<file path="src/rtl/sc_arbiter_rr_pkg.sv">
// Shared definitions for the sc_arbiter_rr round-robin arbiter:
// FSM state encoding and a width helper.
package sc_arbiter_rr_pkg;

    typedef enum logic [1:0] {
        STATE_IDLE    = 2'd0,
        STATE_GRANT   = 2'd1,
        STATE_RELEASE = 2'd2
    } state_e;

    localparam int HOLD_W = 8;

    // ceil(log2(n)), but never below 1 so a single requester still gets a 1-bit ID
    function automatic int clog2_min1(input int n);
        int w;
        w = 0;
        while ((1 << w) < n) w++;
        return (w < 1) ? 1 : w;
    endfunction

endpackage

</file>
<file path="src/rtl/sc_arbiter_rr_if.sv">
// Request/grant bundle between the requesters (master) and the arbiter (slave).
// Handshake: req_In[i] held high while requester i wants the resource; the grant
// is held until req_In[i] drops, done_In pulses, or the hold limit expires.
interface sc_arbiter_rr_if #(
    parameter int N_REQ = 4,
    parameter int ID_W  = 2
);
    logic [N_REQ-1:0] sc_arbiter_rr_req_In;
    logic             sc_arbiter_rr_done_In;
    logic [N_REQ-1:0] sc_arbiter_rr_grant_Out;
    logic [ID_W-1:0]  sc_arbiter_rr_grantId_Out;
    logic             sc_arbiter_rr_busy_Out;
    logic             sc_arbiter_rr_timeout_Out;
    logic [1:0]       state_dbg;

    modport master (
        output sc_arbiter_rr_req_In, sc_arbiter_rr_done_In,
        input  sc_arbiter_rr_grant_Out, sc_arbiter_rr_grantId_Out,
               sc_arbiter_rr_busy_Out, sc_arbiter_rr_timeout_Out, state_dbg
    );

    modport slave (
        input  sc_arbiter_rr_req_In, sc_arbiter_rr_done_In,
        output sc_arbiter_rr_grant_Out, sc_arbiter_rr_grantId_Out,
               sc_arbiter_rr_busy_Out, sc_arbiter_rr_timeout_Out, state_dbg
    );
endinterface

</file>
<file path="src/rtl/sc_arbiter_rr_pick.sv">
// Combinational round-robin picker: first set request bit at or after ptr_i,
// wrapping modulo N_REQ.
module sc_arbiter_rr_pick #(
    parameter int N_REQ = 4,
    parameter int ID_W  = 2
) (
    input  logic [N_REQ-1:0] req_i,
    input  logic [ID_W-1:0]  ptr_i,
    output logic             valid_o,
    output logic [ID_W-1:0]  idx_o,
    output logic [N_REQ-1:0] onehot_o
);
    logic [ID_W:0] pos;

    // Scan from the farthest offset down so the nearest request is assigned last
    always_comb begin
        valid_o  = 1'b0;
        idx_o    = '0;
        onehot_o = '0;
        pos      = '0;
        for (int k = N_REQ - 1; k >= 0; k--) begin
            pos = {1'b0, ptr_i} + (ID_W + 1)'(k);
            if (pos >= (ID_W + 1)'(N_REQ)) pos = pos - (ID_W + 1)'(N_REQ);
            if (req_i[pos[ID_W-1:0]]) begin
                valid_o = 1'b1;
                idx_o   = pos[ID_W-1:0];
            end
        end
        if (valid_o) onehot_o[idx_o] = 1'b1;
    end
endmodule

</file>
<file path="src/rtl/sc_arbiter_rr.sv">
// Round-robin arbiter: grants one requester at a time, holds the grant until
// release/done/timeout, then rotates priority past the released owner.
module sc_arbiter_rr
    import sc_arbiter_rr_pkg::*;
#(
    parameter int N_REQ    = 4,
    parameter int ID_W     = clog2_min1(N_REQ),
    parameter int MAX_HOLD = 16
) (
    input  logic          sc_arbiter_rr_CLOCK_50,
    input  logic          sc_arbiter_rr_RESET_InHigh,
    sc_arbiter_rr_if.slave bus
);
    state_e              state_q, state_d;
    logic [ID_W-1:0]     ptr_q, ptr_d;
    logic [HOLD_W-1:0]   hold_q, hold_d;
    logic [N_REQ-1:0]    grant_q, grant_d;
    logic [ID_W-1:0]     id_q, id_d;
    logic                busy_q, busy_d;
    logic                timeout_q, timeout_d;

    logic                pick_valid;
    logic [ID_W-1:0]     pick_idx;
    logic [N_REQ-1:0]    pick_onehot;
    logic                rel_req, rel_done, rel_time;

    sc_arbiter_rr_pick #(.N_REQ(N_REQ), .ID_W(ID_W)) u_pick (
        .req_i    (bus.sc_arbiter_rr_req_In),
        .ptr_i    (ptr_q),
        .valid_o  (pick_valid),
        .idx_o    (pick_idx),
        .onehot_o (pick_onehot)
    );

    assign rel_req  = ~|(bus.sc_arbiter_rr_req_In & grant_q);
    assign rel_done = bus.sc_arbiter_rr_done_In;
    assign rel_time = (hold_q == HOLD_W'(MAX_HOLD - 1));

    always_comb begin
        state_d   = state_q;
        ptr_d     = ptr_q;
        hold_d    = hold_q;
        grant_d   = grant_q;
        id_d      = id_q;
        busy_d    = busy_q;
        timeout_d = 1'b0;
        case (state_q)
            STATE_IDLE, STATE_RELEASE: begin
                if (pick_valid) begin
                    grant_d = pick_onehot;
                    id_d    = pick_idx;
                    busy_d  = 1'b1;
                    hold_d  = '0;
                    state_d = STATE_GRANT;
                end else begin
                    state_d = STATE_IDLE;
                end
            end
            STATE_GRANT: begin
                if (rel_req || rel_done || rel_time) begin
                    grant_d   = '0;
                    busy_d    = 1'b0;
                    ptr_d     = (id_q == ID_W'(N_REQ - 1)) ? '0 : id_q + 1'b1;
                    timeout_d = rel_time && !rel_req && !rel_done;
                    state_d   = STATE_RELEASE;
                end else begin
                    hold_d = hold_q + 1'b1;
                end
            end
            default: state_d = STATE_IDLE;
        endcase
    end

    always_ff @(posedge sc_arbiter_rr_CLOCK_50) begin
        if (sc_arbiter_rr_RESET_InHigh) begin
            state_q   <= STATE_IDLE;
            ptr_q     <= '0;
            hold_q    <= '0;
            grant_q   <= '0;
            id_q      <= '0;
            busy_q    <= 1'b0;
            timeout_q <= 1'b0;
        end else begin
            state_q   <= state_d;
            ptr_q     <= ptr_d;
            hold_q    <= hold_d;
            grant_q   <= grant_d;
            id_q      <= id_d;
            busy_q    <= busy_d;
            timeout_q <= timeout_d;
        end
    end

    assign bus.sc_arbiter_rr_grant_Out   = grant_q;
    assign bus.sc_arbiter_rr_grantId_Out = id_q;
    assign bus.sc_arbiter_rr_busy_Out    = busy_q;
    assign bus.sc_arbiter_rr_timeout_Out = timeout_q;
    assign bus.state_dbg                 = state_q;
endmodule

</file>
<file path="src/flat_wrapper.sv">
// flat-port wrapper written by rule: the top's interface ports become plain ports
module sc_arbiter_rr_flat import sc_arbiter_rr_pkg::*;
#(
    parameter int N_REQ    = 4,
    parameter int ID_W     = clog2_min1(N_REQ),
    parameter int MAX_HOLD = 16
)
  (sc_arbiter_rr_CLOCK_50, sc_arbiter_rr_RESET_InHigh, bus_sc_arbiter_rr_req_In, bus_sc_arbiter_rr_done_In, bus_sc_arbiter_rr_grant_Out, bus_sc_arbiter_rr_grantId_Out, bus_sc_arbiter_rr_busy_Out, bus_sc_arbiter_rr_timeout_Out, bus_state_dbg);
  sc_arbiter_rr_if #(.N_REQ(N_REQ), .ID_W(ID_W)) bus_i ();
  input  logic sc_arbiter_rr_CLOCK_50;
  input  logic sc_arbiter_rr_RESET_InHigh;
  input wire logic [$bits(bus_i.sc_arbiter_rr_req_In)-1:0] bus_sc_arbiter_rr_req_In;
  input wire logic [$bits(bus_i.sc_arbiter_rr_done_In)-1:0] bus_sc_arbiter_rr_done_In;
  output wire logic [$bits(bus_i.sc_arbiter_rr_grant_Out)-1:0] bus_sc_arbiter_rr_grant_Out;
  output wire logic [$bits(bus_i.sc_arbiter_rr_grantId_Out)-1:0] bus_sc_arbiter_rr_grantId_Out;
  output wire logic [$bits(bus_i.sc_arbiter_rr_busy_Out)-1:0] bus_sc_arbiter_rr_busy_Out;
  output wire logic [$bits(bus_i.sc_arbiter_rr_timeout_Out)-1:0] bus_sc_arbiter_rr_timeout_Out;
  output wire logic [$bits(bus_i.state_dbg)-1:0] bus_state_dbg;
  assign bus_i.sc_arbiter_rr_req_In = bus_sc_arbiter_rr_req_In;
  assign bus_i.sc_arbiter_rr_done_In = bus_sc_arbiter_rr_done_In;
  assign bus_sc_arbiter_rr_grant_Out = bus_i.sc_arbiter_rr_grant_Out;
  assign bus_sc_arbiter_rr_grantId_Out = bus_i.sc_arbiter_rr_grantId_Out;
  assign bus_sc_arbiter_rr_busy_Out = bus_i.sc_arbiter_rr_busy_Out;
  assign bus_sc_arbiter_rr_timeout_Out = bus_i.sc_arbiter_rr_timeout_Out;
  assign bus_state_dbg = bus_i.state_dbg;
  sc_arbiter_rr #(.N_REQ(N_REQ), .ID_W(ID_W), .MAX_HOLD(MAX_HOLD)) u_core (.sc_arbiter_rr_CLOCK_50(sc_arbiter_rr_CLOCK_50), .sc_arbiter_rr_RESET_InHigh(sc_arbiter_rr_RESET_InHigh), .bus(bus_i));
endmodule
</file>
<file path="config.mk">
export PLATFORM = sky130hd
export DESIGN_NAME = sc_arbiter_rr_flat
export DESIGN_NICKNAME = d
export VERILOG_FILES = /design/src/rtl/sc_arbiter_rr_pkg.sv /design/src/rtl/sc_arbiter_rr_if.sv /design/src/rtl/sc_arbiter_rr_pick.sv /design/src/rtl/sc_arbiter_rr.sv /design/src/flat_wrapper.sv
export SDC_FILE = /design/constraint.sdc
export NUM_CORES = 1
export LEC_CHECK = 0
export BUFFER_PORTS_ARGS = -buffer_cell sky130_fd_sc_hd__buf_2
export CAP_MARGIN = 20
export CORE_MARGIN = 2
export CORE_UTILIZATION = 57
export CTS_BUF_LIST = sky130_fd_sc_hd__clkbuf_4 sky130_fd_sc_hd__clkbuf_8 sky130_fd_sc_hd__clkbuf_16
export CTS_CLUSTER_SIZE = 16
export DETAILED_ROUTE_END_ITERATION = 8
export GPL_TIMING_DRIVEN = 0
export PLACE_DENSITY = 0.81
export SLEW_MARGIN = 20
export SYNTH_ARGS = -nofsm -noshare
export SYNTH_HDL_FRONTEND = slang
export SYNTH_SLANG_ARGS = --single-unit
export TNS_END_PERCENT = 30
</file>
<file path="constraint.sdc">
create_clock -name sc_arbiter_rr_CLOCK_50 -period 3.3 [get_ports sc_arbiter_rr_CLOCK_50]
set_input_delay 0.495 -clock sc_arbiter_rr_CLOCK_50 [delete_from_list [all_inputs] [get_ports sc_arbiter_rr_CLOCK_50]]
set_output_delay 0.495 -clock sc_arbiter_rr_CLOCK_50 [all_outputs]
set_load 0.1 [all_outputs]
</file>
==> metrics.md <==
| Metric | Value |
|---|---|
| Outcome | `complete, no violations` |
| Setup TNS Final | `0 ns` |
| GPL Wtd Cong | `~0.86` |
| Post-Route WL | `~2.0 mm` |
| Hold Vio Cnt, Final | `0` |
| Vias per cell | `6.28` |
| Top cell type's share of synthesized area | `0.404` |
| Most used DFF post-synth | `dfxtp_1` |
| Mapped Nets | `between 100 and 150` |
| Diode count | `0` |
| Largest cells by area after synthesis | `dfxtp_1 40%, a21oi_1 4.0%, nand2b_1 3.8%` |
| P per Cell Area | `between 500 and 600 mW/mm^2` |
| Crit path launch type | `register` |
| Worst Min Path Start | `u_core.bus.sc_arbiter_rr_grantId_Out[1]$_SDFFE_PP0P_` |
| Final Slew Violations | `0` |
| Clk_skew | `around 0.0045 ns` |
| Core area | `approximately 0.0017 sq mm` |
| TritonCTS Sinks | `20` |
| R2r setup slk | `around 1.4 ns` |
| TritonCTS clock tree | `built` |
| CP arrival | `approximately 2.1 ns` |
| Hold endpoint | `u_core.bus.sc_arbiter_rr_grantId_Out[1]$_SDFFE_PP0P_` |
| Total gr overflow | `0` |
| HP Class | `reg2reg` |
| Post-DP Area | `roughly 0.0011 sq mm` |
| # resized after CTS | `0` |
| Tightest Pin Transition | `0.484 ns` |
| Vias in the first global route | `about 770` |
| RSZ-0062 raised after global routing | `no` |
| Die width | `approximately 46 um` |
| Max Cap Viol | `0` |
| Detailed Place HPWL | `roughly 1.6 mm` |
| Fin crit period | `~1.9 ns` |
| Crit-path cells | `ha_1 -> nand3_1 -> nor2b_1 -> o21a_1 -> mux2_2` |
| Drt first pass iters | `4` |
| Sequential fraction of the synthesis area | `0.404` |
| Antenna violations before repair | `0` |
| CP max FO | `7` |
| Cell row count | `15` |
| Buf/Inv on CP | `0` |
| IO buf count | `16` |
| Slew HR | `0.679` |
| Initial Utilization | `0.593` |
| Number of flops mapped to enable cells by yosys | `0` |
| Setup CP Type | `reg2reg` |
| Register area | `between 400 and 500 sq um` |
| First-pass GRT wire length | `between 3 and 4 mm` |
| Final nets | `142` |
| Post-Layout Inst Area | `between 0.001 and 0.0015 sq mm` |
| Die ar. | `between 0.002 and 0.0025 sq mm` |
| Distinct cells, synth | `37` |
| Worst vdd ir | `329 uV` |
| Synth warnings | `0` |
| Multi-input gate area | `562 sq um` |
| Largest net degree at the start of global routing | `13` |
| Reg2Reg Depth | `5` |
| CP delay by family, top | `simple AND/OR/NAND/NOR gates` |
| Cells on Worst Hold Path | `2` |
| Postcts setup bufs | `0` |
| Fill cells | `~140` |
| Syn Inst Count | `~110` |
| Worst path max stage delay | `just over 0.4 ns` |
| Antenna-violating nets left | `0` |
| Remaining DRCs | `0` |
| Num ports | `17` |
| Ys async rst share | `0` |
| Layout cells sized above 1 | `0.197` |
| Final setup viols | `0` |
| Area leader, netlist | `dfxtp_1` |
| Syn avg cell area | `a little under 9 sq um` |
| CP endpoint kind | `register` |
| Worst R2R Start | `u_core.hold_q[0]$_SDFFE_PP0P_` |
| Routed vias | `between 900 and 1000` |
| Reg2reg end | `u_core.ptr_q[0]$_SDFFE_PP0P_` |
| Chip height | `~46 um` |
| CTS Buf Count | `3` |
| H-Tree Depth | `1` |
| CTS clk-pin slew, worst paths | `roughly 0.12 ns` |
| Syn-to-layout area delta | `15.5%` |
| Req. time, crit path | `3.50 ns` |
| #FFs+latches synth | `20` |
| Critical-path top delay cell | `dfxtp_1` |
| Cell Area, Synth | `~1000 sq um` |
| Hold_buf cts | `0` |
| Period utilization | `0.583` |
| CTS root buffer | `clkbuf_4` |
| Longest Clk Path Bufs | `2` |
| Leakage | `roughly 0.43 nW` |
| Routed WL per cell | `13.6 um` |
| Worst-Skew Late Latency | `0.30 ns` |
| Detailed Route Iter0 Violations | `28` |
| Gr usage total | `0.222` |
| Fmax | `between 500 and 600 MHz` |
[through the flow]
step | util | cells | setup WS, ns | power [W] | hold slack [ns]
2_1_floorplan | - | 112 | 0.902 | 0.000382 | 0.458
3_3_place_gp | 0.654 | 145 | 1.29 | 0.000408 | 0.466
3_5_place_dp | 0.654 | 145 | 1.23 | 0.000410 | 0.469
4_1_cts | 0.685 | 149 | 1.40 | 0.000606 | 0.485
5_1_grt | 0.685 | 149 | 1.29 | 0.000626 | 0.524
6_report | 0.685 | 149 | 1.38 | 0.000605 | 0.483
[area by class of cell]
class / instances / area share
plain buffers: 4 / 0.0153
clock inverters: 1 / 0.0262
multi-input cells: 85 / 0.491
flip-flops and latches: 20 / 0.350
clock buffers: 3 / 0.0197
well taps: 17 / 0.0186
inverters: 3 / 0.00984
repair buffers: 16 / 0.0699
[registers in the layout, indices dropped and copies added (netlist names)]
name and flops:
u_core.bus.sc_arbiter_rr_timeout_Out 1, u_core.ptr_q 2, u_core.bus.state_dbg 2, u_core.bus.sc_arbiter_rr_grantId_Out 2
u_core.bus.sc_arbiter_rr_grant_Out 4, u_core.hold_q 8, u_core.bus.sc_arbiter_rr_busy_Out 1
[cell usage in the layout (no fill, tap or decap), drive strengths merged, types with 3 or more instances in the layout]
master,count
dfxtp,20
o21ai,7
nor2b,4
a21oi,8
nand2b,6
inv,3
clkbuf,6
nand3,6
nand3b,3
nand2,4
or3,5
nor3,3
nor2,6
buf,17
[logic make-up after synthesis]
family          count (synthesis)  synth area share
fa+ha+maj                       2            0.0252
compound gates                 34             0.241
buf+inv                         7            0.0290
mux                             3            0.0316
simple gates                   46             0.269
flops                          20             0.404
[worst register-to-register path, delay by kind of cell (launching register included)]
kind / cells / cell delay, ns
fa+ha+maj: 1 / 0.23
compound gates: 1 / 0.30
flops: 1 / 0.41
simple gates: 2 / 0.52
mux: 1 / 0.36
[Yosys cell counts, drive strengths merged, types with 2 or more instances]
library cell	number
dfxtp	20
a21oi	8
o21ai	7
nand2b	6
nand3	6
nor2	6
or3	5
nand2	4
nor2b	4
clkbuf	3
inv	3
nand3b	3
nor3	3
a22oi	2
a32o	2
and3	2
ha	2
mux2i	2
nor3b	2
nor4	2
o211ai	2
o311ai	2
o32ai	2
o41ai	2
or4	2
[layer usage]
metal  share of wire  global-route usage  vias to the layer above
met2            0.43               0.321                       29
met5               0                   0                        -
met4           0.017              0.0857                        0
met3           0.061              0.0476                        5
met1            0.49               0.322                      432
li1                -                   -                      470
[worst max-delay path by stage]
stage	start	endpoint	slack [ns]	cells past startpoint
final	u_core.hold_q[0]$_SDFFE_PP0P_	u_core.ptr_q[0]$_SDFFE_PP0P_	1.38	5
after global routing	u_core.hold_q[0]$_SDFFE_PP0P_	u_core.ptr_q[0]$_SDFFE_PP0P_	1.29	5
after CTS	u_core.hold_q[0]$_SDFFE_PP0P_	u_core.ptr_q[0]$_SDFFE_PP0P_	1.40	5
after detailed placement	bus_sc_arbiter_rr_req_In[2]	u_core.hold_q[2]$_SDFFE_PP0P_	1.23	6
after global placement	bus_sc_arbiter_rr_req_In[2]	u_core.hold_q[2]$_SDFFE_PP0P_	1.29	6
after floorplan	u_core.bus.sc_arbiter_rr_grant_Out[2]$_SDFFE_PP0P_	u_core.hold_q[2]$_SDFFE_PP0P_	0.90	5
[report_power, final]
part / leakage (nW) / total, W / internal [W] / switching (W)
clock network: 0.0279 / 0.000200 / 0.000123 / 0.0000777
logic: 0.238 / 0.000142 / 0.0000340 / 0.000108
registers: 0.163 / 0.000263 / 0.000253 / 0.00000960
No activity file was read; power rests on OpenSTA's default activity.
